File: config.mk
export PLATFORM = sky130hd
export DESIGN_NAME = neuron_layer_sequencer
export DESIGN_NICKNAME = d
export VERILOG_FILES = /design/src/rtl/neuron_layer_pkg.sv /design/src/rtl/neuron_layer_sequencer_regfile.sv /design/src/rtl/neuron_layer_sequencer.sv
export SDC_FILE = /design/constraint.sdc
export NUM_CORES = 1
export LEC_CHECK = 0
export CAP_MARGIN = 20
export CORE_ASPECT_RATIO = 1.75
export CORE_MARGIN = 8
export CORE_UTILIZATION = 60
export CTS_BUF_LIST = sky130_fd_sc_hd__clkbuf_8
export DETAILED_ROUTE_END_ITERATION = 8
export GPL_ROUTABILITY_DRIVEN = 0
export PLACE_DENSITY = 0.95
export SYNTH_ARGS = -nofsm -noshare
export SYNTH_HDL_FRONTEND = slang
export SYNTH_SLANG_ARGS = --single-unit
File: constraint.sdc
create_clock -name i_clk -period 12.56 [get_ports i_clk]
set_input_delay 2.512 -clock i_clk [delete_from_list [all_inputs] [get_ports i_clk]]
set_output_delay 2.512 -clock i_clk [all_outputs]
set_load 0.005 [all_outputs]
File: src/rtl/neuron_layer_pkg.sv
// Shared types and helpers for the neuron layer sequencer: FSM states,
// register-file slot geometry, config address decode and watchdog limit.
package neuron_layer_pkg;

  typedef enum logic [2:0] {
    S_IDLE,
    S_CLEAR,
    S_FEED,
    S_WAIT,
    S_NEXT,
    S_DONE
  } state_t;

  localparam logic [15:0] WDOG_LIMIT = 16'hFFFF;

  typedef struct packed {
    logic [15:0] neuron;
    logic [15:0] slot;
  } cfg_loc_t;

  // Each neuron owns NUM_INPUTS weight slots followed by one bias slot.
  function automatic int slots_f(input int num_inputs);
    return num_inputs + 1;
  endfunction

  function automatic cfg_loc_t decode_addr(input int addr, input int slots);
    cfg_loc_t loc;
    loc.neuron = 16'(addr / slots);
    loc.slot   = 16'(addr % slots);
    return loc;
  endfunction

endpackage

File: src/rtl/neuron_layer_sequencer_regfile.sv
// Per-neuron weight/bias storage: one synchronous write port, combinational
// read of the selected neuron's full weight vector and bias (zero latency).
module neuron_param_regfile
  import neuron_layer_pkg::*;
#(
  parameter int NUM_NEURONS = 4,
  parameter int NUM_INPUTS  = 2,
  parameter int WIDTH       = 8,
  parameter int ADDR_W      = 4,
  parameter int IDX_W       = 2
) (
  input  logic                        i_clk,
  input  logic                        i_rstn,
  input  logic                        i_we,
  input  logic [ADDR_W-1:0]           i_addr,
  input  logic [WIDTH-1:0]            i_wdata,
  input  logic [IDX_W-1:0]            i_rd_idx,
  output logic [NUM_INPUTS*WIDTH-1:0] o_weights,
  output logic [WIDTH-1:0]            o_bias
);

  localparam int SLOTS = slots_f(NUM_INPUTS);
  localparam int DEPTH = NUM_NEURONS * SLOTS;

  logic [WIDTH-1:0] r_mem [NUM_NEURONS][SLOTS];
  cfg_loc_t         w_loc;
  logic             w_in_range;

  always_comb begin
    w_loc      = decode_addr(int'(i_addr), SLOTS);
    w_in_range = (int'(i_addr) < DEPTH);
  end

  always_ff @(posedge i_clk) begin
    if (!i_rstn) begin
      for (int n = 0; n < NUM_NEURONS; n++) begin
        for (int s = 0; s < SLOTS; s++) begin
          r_mem[n][s] <= '0;
        end
      end
    end else if (i_we && w_in_range) begin
      for (int n = 0; n < NUM_NEURONS; n++) begin
        for (int s = 0; s < SLOTS; s++) begin
          if ((w_loc.neuron == 16'(n)) && (w_loc.slot == 16'(s))) begin
            r_mem[n][s] <= i_wdata;
          end
        end
      end
    end
  end

  always_comb begin
    o_weights = '0;
    o_bias    = '0;
    for (int n = 0; n < NUM_NEURONS; n++) begin
      if (i_rd_idx == IDX_W'(n)) begin
        for (int k = 0; k < NUM_INPUTS; k++) begin
          o_weights[k*WIDTH +: WIDTH] = r_mem[n][k];
        end
        o_bias = r_mem[n][NUM_INPUTS];
      end
    end
  end

endmodule

File: src/rtl/neuron_layer_sequencer.sv
// Sequences one serial neuron datapath over NUM_NEURONS neurons; inputs are fed only on NRN_READY,
// results wait for NRN_VALID_OUT. Optional abort watchdog: NEURON_LAYER_SEQUENCER_WATCHDOG_EN.
module neuron_layer_sequencer
  import neuron_layer_pkg::*;
#(
  parameter int  NUM_NEURONS = 4,
  parameter int  NUM_INPUTS  = 2,
  parameter int  WIDTH       = 8,
  localparam int SLOTS       = slots_f(NUM_INPUTS),
  localparam int ADDR_W      = $clog2(NUM_NEURONS * SLOTS)
) (
  input  logic                         i_clk,
  input  logic                         i_rstn,
  input  logic                         i_cfg_we,
  input  logic [ADDR_W-1:0]            i_cfg_addr,
  input  logic [WIDTH-1:0]             i_cfg_wdata,
  input  logic                         i_start,
  input  logic [NUM_INPUTS*WIDTH-1:0]  i_in_vector,
  output logic                         o_busy,
  output logic                         o_out_valid,
  output logic [NUM_NEURONS*WIDTH-1:0] o_out_vector,
  output logic                         o_nrn_clr,
  output logic [NUM_INPUTS*WIDTH-1:0]  o_nrn_weights,
  output logic [WIDTH-1:0]             o_nrn_bias,
  output logic [WIDTH-1:0]             o_nrn_value_in,
  output logic                         o_nrn_valid_in,
  input  logic                         i_nrn_ready,
  input  logic [WIDTH-1:0]             i_nrn_value_out,
  input  logic                         i_nrn_valid_out
`ifdef NEURON_LAYER_SEQUENCER_WATCHDOG_EN
  ,
  output logic                         o_timeout
`endif
);

  localparam int IDX_W = (NUM_NEURONS > 1) ? $clog2(NUM_NEURONS) : 1;
  localparam int K_W   = (NUM_INPUTS > 1) ? $clog2(NUM_INPUTS) : 1;
  localparam logic [IDX_W-1:0] LAST_N = IDX_W'(NUM_NEURONS - 1);
  localparam logic [K_W-1:0]   LAST_K = K_W'(NUM_INPUTS - 1);

  state_t                       r_state;
  logic [IDX_W-1:0]             r_n;
  logic [K_W-1:0]               r_k;
  logic [NUM_INPUTS*WIDTH-1:0]  r_in_vec;
  logic [NUM_NEURONS*WIDTH-1:0] r_out_vec;
  logic                         r_busy;
  logic                         r_out_valid;
  logic                         r_nrn_clr;

  logic                         w_cfg_we;
  logic                         w_strobe;
  logic [WIDTH-1:0]             w_value_in;

  // Config is frozen for the whole run, including the DONE cycle.
  assign w_cfg_we = i_cfg_we && (r_state == S_IDLE);
  assign w_strobe = (r_state == S_FEED) && i_nrn_ready;

  neuron_param_regfile #(
    .NUM_NEURONS (NUM_NEURONS),
    .NUM_INPUTS  (NUM_INPUTS),
    .WIDTH       (WIDTH),
    .ADDR_W      (ADDR_W),
    .IDX_W       (IDX_W)
  ) u_regfile (
    .i_clk     (i_clk),
    .i_rstn    (i_rstn),
    .i_we      (w_cfg_we),
    .i_addr    (i_cfg_addr),
    .i_wdata   (i_cfg_wdata),
    .i_rd_idx  (r_n),
    .o_weights (o_nrn_weights),
    .o_bias    (o_nrn_bias)
  );

  always_comb begin
    w_value_in = '0;
    for (int k = 0; k < NUM_INPUTS; k++) begin
      if (r_k == K_W'(k)) begin
        w_value_in = r_in_vec[k*WIDTH +: WIDTH];
      end
    end
  end

`ifdef NEURON_LAYER_SEQUENCER_WATCHDOG_EN
  logic [15:0] r_wdog;
  logic        r_timeout;
  logic        w_wdog_active;
  logic        w_leave;
  logic        w_wdog_fire;

  assign w_wdog_active = (r_state == S_FEED) || (r_state == S_WAIT);
  assign w_leave       = (w_strobe && (r_k == LAST_K)) ||
                         ((r_state == S_WAIT) && i_nrn_valid_out);
  // Abort on the edge where the count would reach the limit, so the pulse lands
  // exactly WDOG_LIMIT cycles after the state was entered.
  assign w_wdog_fire   = w_wdog_active && !w_leave && (r_wdog == WDOG_LIMIT - 16'd1);
  assign o_timeout     = r_timeout;
`endif

  always_ff @(posedge i_clk) begin
    if (!i_rstn) begin
      r_state     <= S_IDLE;
      r_n         <= '0;
      r_k         <= '0;
      r_in_vec    <= '0;
      r_out_vec   <= '0;
      r_busy      <= 1'b0;
      r_out_valid <= 1'b0;
      r_nrn_clr   <= 1'b0;
`ifdef NEURON_LAYER_SEQUENCER_WATCHDOG_EN
      r_wdog      <= '0;
      r_timeout   <= 1'b0;
`endif
    end else begin
      r_nrn_clr   <= 1'b0;
      r_out_valid <= 1'b0;
      case (r_state)
        S_IDLE: begin
          if (i_start) begin
            r_in_vec  <= i_in_vector;
            r_n       <= '0;
            r_busy    <= 1'b1;
            r_nrn_clr <= 1'b1;
            r_state   <= S_CLEAR;
          end
        end
        S_CLEAR: begin
          r_k     <= '0;
          r_state <= S_FEED;
        end
        S_FEED: begin
          if (w_strobe) begin
            if (r_k == LAST_K) begin
              r_state <= S_WAIT;
            end else begin
              r_k <= r_k + 1'b1;
            end
          end
        end
        S_WAIT: begin
          if (i_nrn_valid_out) begin
            for (int n = 0; n < NUM_NEURONS; n++) begin
              if (r_n == IDX_W'(n)) begin
                r_out_vec[n*WIDTH +: WIDTH] <= i_nrn_value_out;
              end
            end
            r_state <= S_NEXT;
          end
        end
        S_NEXT: begin
          if (r_n == LAST_N) begin
            r_out_valid <= 1'b1;
            r_state     <= S_DONE;
          end else begin
            r_n       <= r_n + 1'b1;
            r_nrn_clr <= 1'b1;
            r_state   <= S_CLEAR;
          end
        end
        S_DONE: begin
          r_busy  <= 1'b0;
          r_state <= S_IDLE;
        end
        default: begin
          r_busy  <= 1'b0;
          r_state <= S_IDLE;
        end
      endcase
`ifdef NEURON_LAYER_SEQUENCER_WATCHDOG_EN
      r_timeout <= 1'b0;
      r_wdog    <= '0;
      if (w_wdog_fire) begin
        r_state   <= S_IDLE;
        r_busy    <= 1'b0;
        r_nrn_clr <= 1'b1;
        r_timeout <= 1'b1;
      end else if (w_wdog_active && !w_leave) begin
        r_wdog <= r_wdog + 16'd1;
      end
`endif
    end
  end

  assign o_busy         = r_busy;
  assign o_out_valid    = r_out_valid;
  assign o_out_vector   = r_out_vec;
  assign o_nrn_clr      = r_nrn_clr;
  assign o_nrn_value_in = w_value_in;
  assign o_nrn_valid_in = w_strobe;

endmodule
Word level (Yosys, flattened, before mapping)
Memory sizes are Yosys's and may differ from the RTL's.
Cells that the tools add are included.

storage, ports and cells
  memories kept = 1
  bits in writable memories = 96
  word-level logic and storage cells = 167
  output and inout bits = 68
  register bits = 57
  input bits = 42

cells by class
  reductions and logical operators = 32
  divide/modulo/power cells = 2
  magnitude comparators = 1
  bitwise gates (word level) = 13
  muxes and demuxes = 88
  add/sub/neg operators = 2
  equality and inequality tests = 17

memory list
  name             depth  bits a word  read ports  clocked after memory_dff  write ports  line                                  source
  u_regfile.r_mem  4      24           4           0                         4            neuron_layer_sequencer_regfile.sv:25  logic [WIDTH-1:0] r_mem [NUM_NEURONS][SLOTS];

operators by type and width
  cell                                                    count
  2-to-1 mux 8 bit                                        17
  2-to-1 mux 16 bit                                       4
  2-to-1 mux 1 bit                                        55
  == test 16 x 2 -> 1 bit (second input constant)         3
  divider 5 x 3 -> 32 bit (second input constant)         1
  == test 16 x 1 -> 1 bit (second input constant)         2
  logical NOT 16 bit                                      2
  remainder unit 5 x 3 -> 32 bit (second input constant)  1
  logical AND 1 bit                                       15
  2-to-1 mux 3 bit                                        5
  case mux 3 bit (5 select lines)                         1
  AND reduction 3 bit                                     5
  OR 1 bit                                                12
  != test 2 bit (second input constant)                   5
  AND reduction 2 bit                                     4
  == test 3 x 2 -> 1 bit (second input constant)          2
  case mux 1 bit (2 select lines)                         3
  == test 2 bit (second input constant)                   2
  less-than comparator 4 bit (second input constant)      1
  2-to-1 mux 2 bit                                        2
  case mux 2 bit (2 select lines)                         1
  AND reduction 4 bit                                     1
  nonzero test 2 bit                                      2
  OR reduction 4 bit                                      1
  other kinds (8)                                         8

Longest topological paths before layout
Gate-level depths: netlist of the first run.

  depth in word-level cells = 8
  depth in mapped cells = 14
  depth with buffers taken out = 12

Hierarchy
From an unflattened synthesis of the first run, not the netlist that was laid out.

unflattened totals
  cells, all modules = 583
  area, all modules = 7,300.8 um^2

by module, submodules not included
  module                  cells an instance  instances  area an instance (um^2)
  neuron_param_regfile    335                1          4,942.2
  neuron_layer_sequencer  248                1          2,358.5

Worst setup path before layout of the first run
No wires, ideal clock.

  path type = input port to flip-flop
  start = in i_cfg_addr[2]
  end = mem u_regfile.r_mem[0][10] in the netlist's numbering (enable)
  cell stages on the path = 12
  data arrival time = 5,514 ps
  required time = 12,176 ps
  library setup time = 384 ps
  setup slack = 6,662 ps
  cell sequence = buf_6 > nor2b_4 > ha_1 > a21boi_2 > or3_1 > a21boi_0 > ha_1 > a21oi_1 > nand2_1 > a211o_1 > buf_2 > o21ai_0

RTL lines
  item                line                                  source
  start: declaration  neuron_layer_sequencer.sv:15          input logic [ADDR_W-1:0] i_cfg_addr,
  end: declaration    neuron_layer_sequencer_regfile.sv:25

==> results of run 1 <==
through the flow:
step	total power [uW]	worst slack, ns	area [um2]
after floorplan	633.3	6.662	7098
after global placement	677.4	5.513	8185
after detailed placement	685.2	5.090	8190
after CTS	1055	5.563	8593
after global routing	1093	5.084	8642
final	1061	5.276	8642
layout by cell type (no fill, tap or decap), types with 2 or more instances in the layout:
cell type,Yosys,layout
nand2_1,130,130
clkdlybuf4s50_1,0,108
edfxtp_1,96,96
dfxtp_1,57,57
a21boi_0,51,51
nor2_1,50,49
a21oi_1,47,47
nor3_1,44,43
o21ai_0,40,40
nand3_1,39,39
clkbuf_8,0,17
inv_1,13,13
nor2b_1,12,12
and2_1,12,12
mux2_2,9,9
inv_8,0,7
a22oi_1,6,6
ha_1,8,6
inv_6,0,5
o31ai_1,4,4
buf_2,6,4
buf_4,0,4
nand4_1,3,3
a31oi_1,3,3
o21ai_1,3,3
and3_1,3,3
a21boi_2,2,2
or3_1,2,2
nand2b_1,2,2
a211o_1,2,2
mux2i_1,2,2
a21o_1,2,2
o211ai_1,2,2
a221oi_4,2,2
xnor2_1,2,2
o2111a_1,2,2
ha_2,0,2
sequential cells by signal (all words and copies together) (netlist names):
register	flops
o_out_vector	32
r_k	1
u_regfile.r_mem	96
r_in_vec	16
o_nrn_clr	1
r_state	3
o_out_valid	1
r_n	2
o_busy	1
final timing paths:
| kind | startpoint | end | slack, ns | cells after the start |
|---|---|---|---|---|
| min | o_out_vector[17] | o_out_vector[17] | 0.47 | 2 |
| min reg2reg | o_out_vector[17] | o_out_vector[17] | 0.47 | 2 |
| max reg2reg | r_state[0] | u_regfile.r_mem[3][19] | 9.11 | 6 |
| max | i_cfg_addr[2] | u_regfile.r_mem[3][19] | 5.28 | 13 |
metal layers:
layer  share of wire [%]  up-vias  global-route usage [%]
li1                    -     2748                       -
met1                  33     2796                   24.03
met2                  52      389                   43.08
met3                 8.5      109                   5.921
met4                 6.5        0                   14.90
met5                   0        -                       0
worst max-delay path, delay by kind of cell:
kind | cells | cell delay [ns]
buffers and inverters | 2 | 1.06
AO/OA/AOI/OAI | 7 | 2.55
AND/OR/NAND/NOR | 2 | 0.63
adder cells (fa/ha/maj) | 2 | 0.61
report_power, final:
part,switching [uW],internal (uW),total [uW]
clock network,211,169,380
logic,70.3,49.5,120
registers,9.49,552,561
total,290,770,1060
logic make-up after synthesis:
kind of cell | share of synthesized area (%)
compound gates | 16.73
xor+xnor | 0.2468
fa+ha+maj | 1.410
buf+inv | 3.649
flops | 56.69
mux | 1.710
simple gates | 19.57
cell type report:
class,count,area [um2]
inverters,13,48.80
fillers,762,2939
repair buffers,119,1170
flip-flops and latches,153,4024
clock inverters,15,168.9
multi-input cells,505,2828
well taps,135,168.9
clock buffers,17,234.0
==> reports/metrics.csv, run 1 <==
metric;value;unit
clock.fmax;137.3;MHz
cp.arrival;7.36;ns
slowest_stage;o21ai_0;
dp_cells;920;
cts_buffer_depth;2;
finalNetCount;859;
crit_chain;clkdlybuf4s50_1, nor2b_4, ha_1, a21boi_2, a311o_1, a21boi_0, ha_1, a311oi_1, o221ai_1, a21oi_2, nand2_1, buf_4, o21ai_0;
path_clk_slew;0.09;ns
grt_max_degree;79;
finalHoldViolCount;0;
cts_buffers;17;
critPathLaunchType;input port;
required;12.63;ns
wirelength;19.52;mm
slew_violations;0;
critPathMaxStageDelay;0.84;ns
syn2layout_area_growth;21.75;%
grt_remaining_overflow;0;
slew-limit-headroom;28.76;%
post_cts_buffers;0;
antenna_found_initial;0;
num_rows;52;
cellLeakagePower;0.003048;uW
synth.avg_cell_area;9.845;um2
cts_tree;done;
worst_slew_pin_slew;1.069;ns
dieArea;0.01570;mm2
h-tree-depth;4;
first_pass_iters;6;
vias;6042;
yosysMostFrequentCell;nand2_1;
crit_fanout;26;
final_util;74.62;%
synth.cells.most_frequent;nand2_1, edfxtp_1, dfxtp_1, a21boi_0, nor2_1;
grt_pass1_wl;30.08;mm
synthTopCellsByArea;edfxtp_1, dfxtp_1, nand2_1, a21boi_0, a21oi_1;
min_period_over_period;57.99;%
critPathKind;input port to flop;
start_util;61.29;%
insertion_delay;0.45;ns
drc;0;
via_per_inst;6.313;
synth_area;0.007098;mm2
synth-edff-count;96;
cts.sinks;153;
skew;0.01312;ns
period_needed;7.284;ns
ios;110;
finalSetupViolations;0;
max-vdd-ir-drop;0.08652;mV
yosysTopAreaCell;edfxtp_1;
worst_setup_path_end_kind;flop;
diodes;0;
post_cts_resized;0;
core_area;0.01158;mm2
cts_root_buffer;clkbuf_8;
grt_usage;23.94;%
yosys_warnings;0;
power.density;122.7;mW/mm2
grt_pass1_vias;5943;
io_buffers;109;
syn_inst;721;
cts.hold.buffers_added;0;
fp.dieW;98.22;um
instances_no_fill;957;
synth_flop_cell;edfxtp_1;
ys_ff_latch;153;
whs;0.4673;ns
hpwl;13.59;mm
drive_gt1_share;8.151;%
setup_tns;0;ns
drt-initial-drc-count;498;
async_flop_share;0;%
status;finished clean;
seq_area_frac_synth;56.69;%
synth_top_cell_area_share;40.61;%
min-delay-path-class;flop to flop;
rsz0062_at_grt;false;
max_cap_viol_count;0;
yosysUniqueCellTypes;54;
wl_per_cell;20.40;um
ant_nets;0;
crit_path_frequent_cell;ha_1;
synth_fp_nets;771;
chipHeight;159.9;um
No activity file was read; power rests on OpenSTA's default activity.
==> run 2, diff against run 1 <==
--- a/config.mk
+++ b/config.mk
@@ -8,11 +8,11 @@
 export CAP_MARGIN = 20
 export CORE_ASPECT_RATIO = 1.75
 export CORE_MARGIN = 8
-export CORE_UTILIZATION = 60
+export CORE_UTILIZATION = 56
 export CTS_BUF_LIST = sky130_fd_sc_hd__clkbuf_8
 export DETAILED_ROUTE_END_ITERATION = 8
 export GPL_ROUTABILITY_DRIVEN = 0
-export PLACE_DENSITY = 0.95
+export PLACE_DENSITY = 0.92
 export SYNTH_ARGS = -nofsm -noshare
 export SYNTH_HDL_FRONTEND = slang
 export SYNTH_SLANG_ARGS = --single-unit
==> constraint.sdc (replaced) <==
create_clock -name i_clk -period 6.95 [get_ports i_clk]
set_input_delay 1.39 -clock i_clk [delete_from_list [all_inputs] [get_ports i_clk]]
set_output_delay 1.39 -clock i_clk [all_outputs]
set_load 0.005 [all_outputs]
==> run 2 against run 1 <==
  * Sequential power up 80%
  * Combinational power up 74%
  * Via count down 4.9%
  * Critical path depth down 1
  * Register-to-register slack worse by 5.1 ns
  * Core utilization down 4.7 points
  * Setup slack worse by 3.9 ns
  * Cell count up 3.8%
  * Highest routed layer unchanged
  * First-iteration DRC count down 34%
  * Non-clock buffer count up 3
==> reports/metrics.csv, run 2 (same netlist as run 1, synthesis figures left out) <==
metric;value;unit;change
status;finished clean;;
seqPwrFrac;53.0;%;about the same
num-fill-cells;951;;+25%
cts_buffer_depth;2;;unchanged
rsz0062_at_grt;false;;
crit_fanout;20;;-23%
slowest_stage;o21ai_0;;
io_buffers;109;;unchanged
via_per_inst;5.784;;-8.4%
largest_register_ff_count;96;;unchanged
num_rows;54;;+3.8%
setup_tns;0;ns;unchanged
slew-limit-headroom;30.16;%;+1.4 points
hpwl;12.99;mm;-4.4%
drt-initial-drc-count;328;;-34%
post_cts_buffers;0;;unchanged
slew_violations;0;;unchanged
diodes;0;;unchanged
crit_path_frequent_cell;ha_1;;
h-tree-depth;4;;unchanged
cp.arrival;5.62;ns;-1.74 ns
start_util;57.10;%;-4.2 points
min_period_over_period;80.07;%;
finalHoldViolCount;0;;unchanged
drive_gt1_share;8.121;%;-0.030 points
crit_chain;clkdlybuf4s50_1, nor2b_4, ha_1, a21boi_2, a311o_1, a21boi_0, ha_1, a311oi_1, o221ai_1, a21oi_2, nand2_1, o21ai_0;;
grt_pass1_vias;5610;;-5.6%
ant_nets;0;;unchanged
min-delay-path-class;flop to flop;;
largest-register;u_regfile.r_mem;;
p_sw_share;24.64;%;-2.7 points
final_cell_mix;nand2_1, clkdlybuf4s50_1, edfxtp_1;;
crit_buf_inv;1;;-1
combPwrFrac;10.9;%;-0.4 points
required;7.01;ns;-5.62 ns
first_pass_iters;5;;-1
p_total;1914;uW;+80%
cts_root_buffer;clkbuf_8;;
power_frac_clock;36.1;%;+0.3 points
cts.sinks;153;;unchanged
grt_max_degree;79;;unchanged
wirelength;18.26;mm;-6.5%
final_util;69.96;%;-4.7 points
final_common_cell;nand2_1;;
wl_per_cell;18.39;um;-9.9%
critPathLaunchType;input port;;
crit_family;compound AO/OA/AOI/OAI gates;;
chipHeight;164.9;um;+3.2%
period_needed;5.565;ns;
grt_pass1_wl;28.97;mm;-3.7%
p_switching;471.6;uW;+62%
drc;0;;unchanged
max-vdd-ir-drop;0.1840;mV;+110%
grt_usage;22.59;%;-1.4 points
critPathMaxStageDelay;0.89;ns;+0.05 ns
insertion_delay;0.44;ns;about the same
cts.hold.buffers_added;0;;unchanged
fp.dieW;101.1;um;+2.9%
multi_input_area;0.002828;mm2;unchanged
core_area;0.01243;mm2;+7.3%
cts_buffers;17;;unchanged
critPathKind;input port to flop;;
intPower;1442;uW;+87%
whs;0.4655;ns;-0.001808 ns
finalSetupViolations;0;;unchanged
syn2layout_area_growth;22.53;%;
cts_tree;done;;
vias;5744;;-4.9%
skew;0.01516;ns;+0.002036 ns
cellLeakagePower;0.003051;uW;+0.10%
grt_remaining_overflow;0;;unchanged
power.density;220.1;mW/mm2;+79%
r2r_slack;3.99;ns;-5.12 ns
dieArea;0.01668;mm2;+6.2%
post_cts_resized;0;;unchanged
worst_slew_pin_slew;1.048;ns;-0.02103 ns
regArea;0.004024;mm2;unchanged
ios;110;;unchanged
max_cap_viol_count;0;;unchanged
finalNetCount;862;;+0.35%
path_clk_slew;0.10;ns;about the same
clock.fmax;179.7;MHz;
worst_setup_path_end_kind;flop;;
antenna_found_initial;0;;unchanged
run 2: cell count changes in the layout (fill, tap and decap cells not counted), sizes merged:
| cell | change |
|---|---|
| buf | +4 |
| bufinv | +2 |
| clkbuf | -1 |
| clkinv | +1 |
| clkinvlp | +3 |
| inv | -6 |
run 2: worst paths after layout:
check | depth (start not counted) | endpoint | start
max | 12 | u_regfile.r_mem[3][10] | i_cfg_addr[2]
min | 2 | o_out_vector[12] | o_out_vector[12]
max reg2reg | 5 | u_regfile.r_mem[3][10] | r_state[0]
min reg2reg | 2 | o_out_vector[12] | o_out_vector[12]
run 2: final cells by class:
| type | instances | area share (%) |
|---|---|---|
| clock inverters | 15 | 2.014 |
| well taps | 168 | 2.417 |
| inverters | 13 | 0.5611 |
| clock buffers | 17 | 2.690 |
| multi-input cells | 505 | 32.51 |
| flip-flops and latches | 153 | 46.27 |
| repair buffers | 122 | 13.54 |
run 2: per-layer routing:
metal,wire (um),vias to the layer above,global-route usage (%)
met5,0,-,0
met4,865,0,13.57
met3,1253,58,4.432
met2,9644,280,40.35
met1,6495,2654,23.71
li1,-,2752,-
run 2: power groups by stage:
| stage | sequential, uW | combinational, uW | clock (uW) |
|---|---|---|---|
| finish | 1010 | 209 | 691 |
| global route | 1020 | 227 | 735 |
| CTS | 1010 | 205 | 696 |
| detailed placement | 1030 | 204 | 0 |
| global placement | 1030 | 198 | 0 |
| floorplan | 1030 | 119 | 0 |
run 2: worst min-delay path: stages (launching register included):
cell,delay [ns]
dfxtp_1,0.32
nand2_1,0.04
a21boi_0,0.06
run 2: through the flow:
stage / worst slack (ns) / instances / instance area, um2
finish: 1.385 / 993 / 8697
global route: 0.9681 / 993 / 8697
CTS: 1.324 / 988 / 8666
detailed placement: 0.8499 / 956 / 8257
global placement: 1.101 / 956 / 8257
floorplan: 2.174 / 721 / 7098
==> run 3, diff against run 2 <==
--- a/config.mk
+++ b/config.mk
@@ -8,11 +8,11 @@
 export CAP_MARGIN = 20
 export CORE_ASPECT_RATIO = 1.75
 export CORE_MARGIN = 8
-export CORE_UTILIZATION = 56
+export CORE_UTILIZATION = 50
 export CTS_BUF_LIST = sky130_fd_sc_hd__clkbuf_8
 export DETAILED_ROUTE_END_ITERATION = 8
 export GPL_ROUTABILITY_DRIVEN = 0
-export PLACE_DENSITY = 0.92
+export PLACE_DENSITY = 0.87
 export SYNTH_ARGS = -nofsm -noshare
 export SYNTH_HDL_FRONTEND = slang
 export SYNTH_SLANG_ARGS = --single-unit
==> constraint.sdc (replaced) <==
create_clock -name i_clk -period 4.93 [get_ports i_clk]
set_input_delay 0.986 -clock i_clk [delete_from_list [all_inputs] [get_ports i_clk]]
set_output_delay 0.986 -clock i_clk [all_outputs]
set_load 0.005 [all_outputs]
==> run 3 against run 2 <==
  * Critical path depth stayed put
  * Via count is 3.0% higher
  * Core utilization is 6.6 points lower
  * Flip-flop and latch count stayed put
  * Critical endpoint is now u_regfile.r_mem[1][10]
  * Largest cell class unchanged
==> reports/metrics.csv, run 3 (same netlist as run 1, synthesis figures left out) <==
metric;value;unit;change
finalNetCount;878;;+1.9%
final_util;63.31;%;-6.6 points
drive_gt1_share;10.11;%;+2.0 points
power_frac_clock;34.4;%;-1.7 points
cts_buffers;17;;unchanged
core_area;0.01391;mm2;+12%
diodes;0;;unchanged
chipHeight;173.6;um;+5.3%
rsz0062_at_grt;false;;
combPwrFrac;11.7;%;+0.8 points
num_rows;57;;+5.6%
worst_setup_path_end_kind;flop;;
critPathLaunchType;input port;;
max_cap_viol_count;0;;unchanged
wl_per_cell;19.15;um;+4.1%
grt_busiest_layer;met2;;
p_switching;685.7;uW;+45%
num-fill-cells;1074;;+13%
required;5.12;ns;-1.89 ns
start_util;51.04;%;-6.1 points
insertion_delay;0.44;ns;about the same
wirelength;19.49;mm;+6.8%
ant_nets;0;;unchanged
grt_usage;20.93;%;-1.7 points
grt_pass1_vias;5704;;+1.7%
post_cts_buffers;0;;unchanged
post_cts_resized;0;;unchanged
dieArea;0.01841;mm2;+10%
cts.sinks;153;;unchanged
max-vdd-ir-drop;0.1972;mV;+7.2%
grt_max_degree;78;;-1.3%
rr_worst_depth;7;;+2
cts_buffer_depth;2;;unchanged
cts_root_buffer;clkbuf_8;;
whs;0.4635;ns;-0.002005 ns
status;finished clean;;
min-delay-path-class;flop to flop;;
hpwl;14.30;mm;+10%
use_met1;20.01;%;-3.7 points
min_period_over_period;91.88;%;
antenna_found_initial;0;;unchanged
finalHoldViolCount;0;;unchanged
critPathKind;input port to flop;;
first_pass_iters;5;;unchanged
cts_tree;done;;
largest_register_ff_count;96;;unchanged
io_buffers;109;;unchanged
cp.arrival;4.72;ns;-0.90 ns
largest-register;u_regfile.r_mem;;
h-tree-depth;4;;unchanged
intPower;1964;uW;+36%
slew-limit-headroom;33.23;%;+3.1 points
grt_pass1_wl;29.79;mm;+2.8%
cts.hold.buffers_added;0;;unchanged
clock.fmax;220.8;MHz;
cellLeakagePower;0.003124;uW;+2.4%
seqPwrFrac;53.9;%;+0.9 points
fp.dieW;106.1;um;+4.9%
final_cell_mix;nand2_1, clkdlybuf4s50_1, edfxtp_1;;
drt-initial-drc-count;436;;+33%
grt_remaining_overflow;0;;unchanged
syn2layout_area_growth;24.04;%;
crit_fanout;8;;-60%
skew;0.01309;ns;-0.002072 ns
period_needed;4.530;ns;
ios;110;;unchanged
worst_slew_pin_slew;1.001;ns;-0.04609 ns
met2_usage;39.00;%;-1.3 points
final_common_cell;nand2_1;;
grtUsageMet3;3.239;%;-1.2 points
finalSetupViolations;0;;unchanged
hold_depth;2;;unchanged
power.density;301.0;mW/mm2;+37%
path_clk_slew;0.08;ns;-0.02 ns
via_per_inst;5.813;;+0.50%
p_sw_share;25.88;%;+1.2 points
drc;0;;unchanged
slew_violations;0;;unchanged
vias;5918;;+3.0%
-- run 3: cell count changes in the layout (fill, tap and decap cells not counted), sizes merged --
cell | before | now
clkbuf | 17 | 18
clkinvlp | 4 | 1
inv | 19 | 20
clkinv | 2 | 5
buf | 14 | 30
bufinv | 3 | 1
-- run 3: worst paths after layout --
kind / slack [ns] / startpoint / end
hold reg to reg: 0.46 / o_out_vector[5] / o_out_vector[5]
hold / removal: 0.46 / o_out_vector[5] / o_out_vector[5]
setup reg to reg: 2.28 / r_state[0] / u_regfile.r_mem[1][10]
setup / recovery: 0.40 / i_cfg_addr[2] / u_regfile.r_mem[1][10]
-- run 3: layout make-up --
cell class	count	area, um2	area share [%]
inverter	13	48.80	0.5542
timing repair buffer	138	1304	14.81
clock buffer	18	247.7	2.814
multi-input combinational	505	2823	32.06
tap	177	221.5	2.515
sequential	153	4024	45.70
clock inverter	14	136.4	1.549
-- run 3: routing by layer --
metal | up-vias | part of all wire [%]
met5 | - | 0
met4 | 0 | 6.2
met3 | 77 | 5.8
met2 | 287 | 55
met1 | 2773 | 33
li1 | 2781 | -
-- run 3: stage by stage --
step | TNS [ns] | instance area, um2 | std cells | power [uW] | setup slack, ns
detailed placement | -0.05078 | 8421 | 986 | 1763 | -0.008505
global placement | 0 | 8421 | 986 | 1756 | 0.1821
global route | 0 | 8805 | 1018 | 2735 | 0.1502
CTS | 0 | 8805 | 1018 | 2649 | 0.4394
floorplan | 0 | 7098 | 721 | 1613 | 0.5585
finish | 0 | 8805 | 1018 | 2650 | 0.4001
-- run 3: critical path, cell delays in order --
cell	delay [ns]
clkdlybuf4s50_1	0.54
nor2b_4	0.20
ha_1	0.26
a21boi_2	0.22
or3_1	0.44
a21boi_0	0.16
ha_1	0.27
a21o_1	0.22
or4b_4	0.54
a221oi_4	0.32
a221oi_4	0.17
nor2b_1	0.38
-- run 3: power groups by stage --
stage / Clock [uW] / Combinational, uW / Sequential, uW
after floorplan: 0 / 167 / 1450
after global placement: 0 / 301 / 1450
after detailed placement: 0 / 306 / 1460
after CTS: 914 / 307 / 1430
after global routing: 968 / 334 / 1430
final: 911 / 311 / 1430
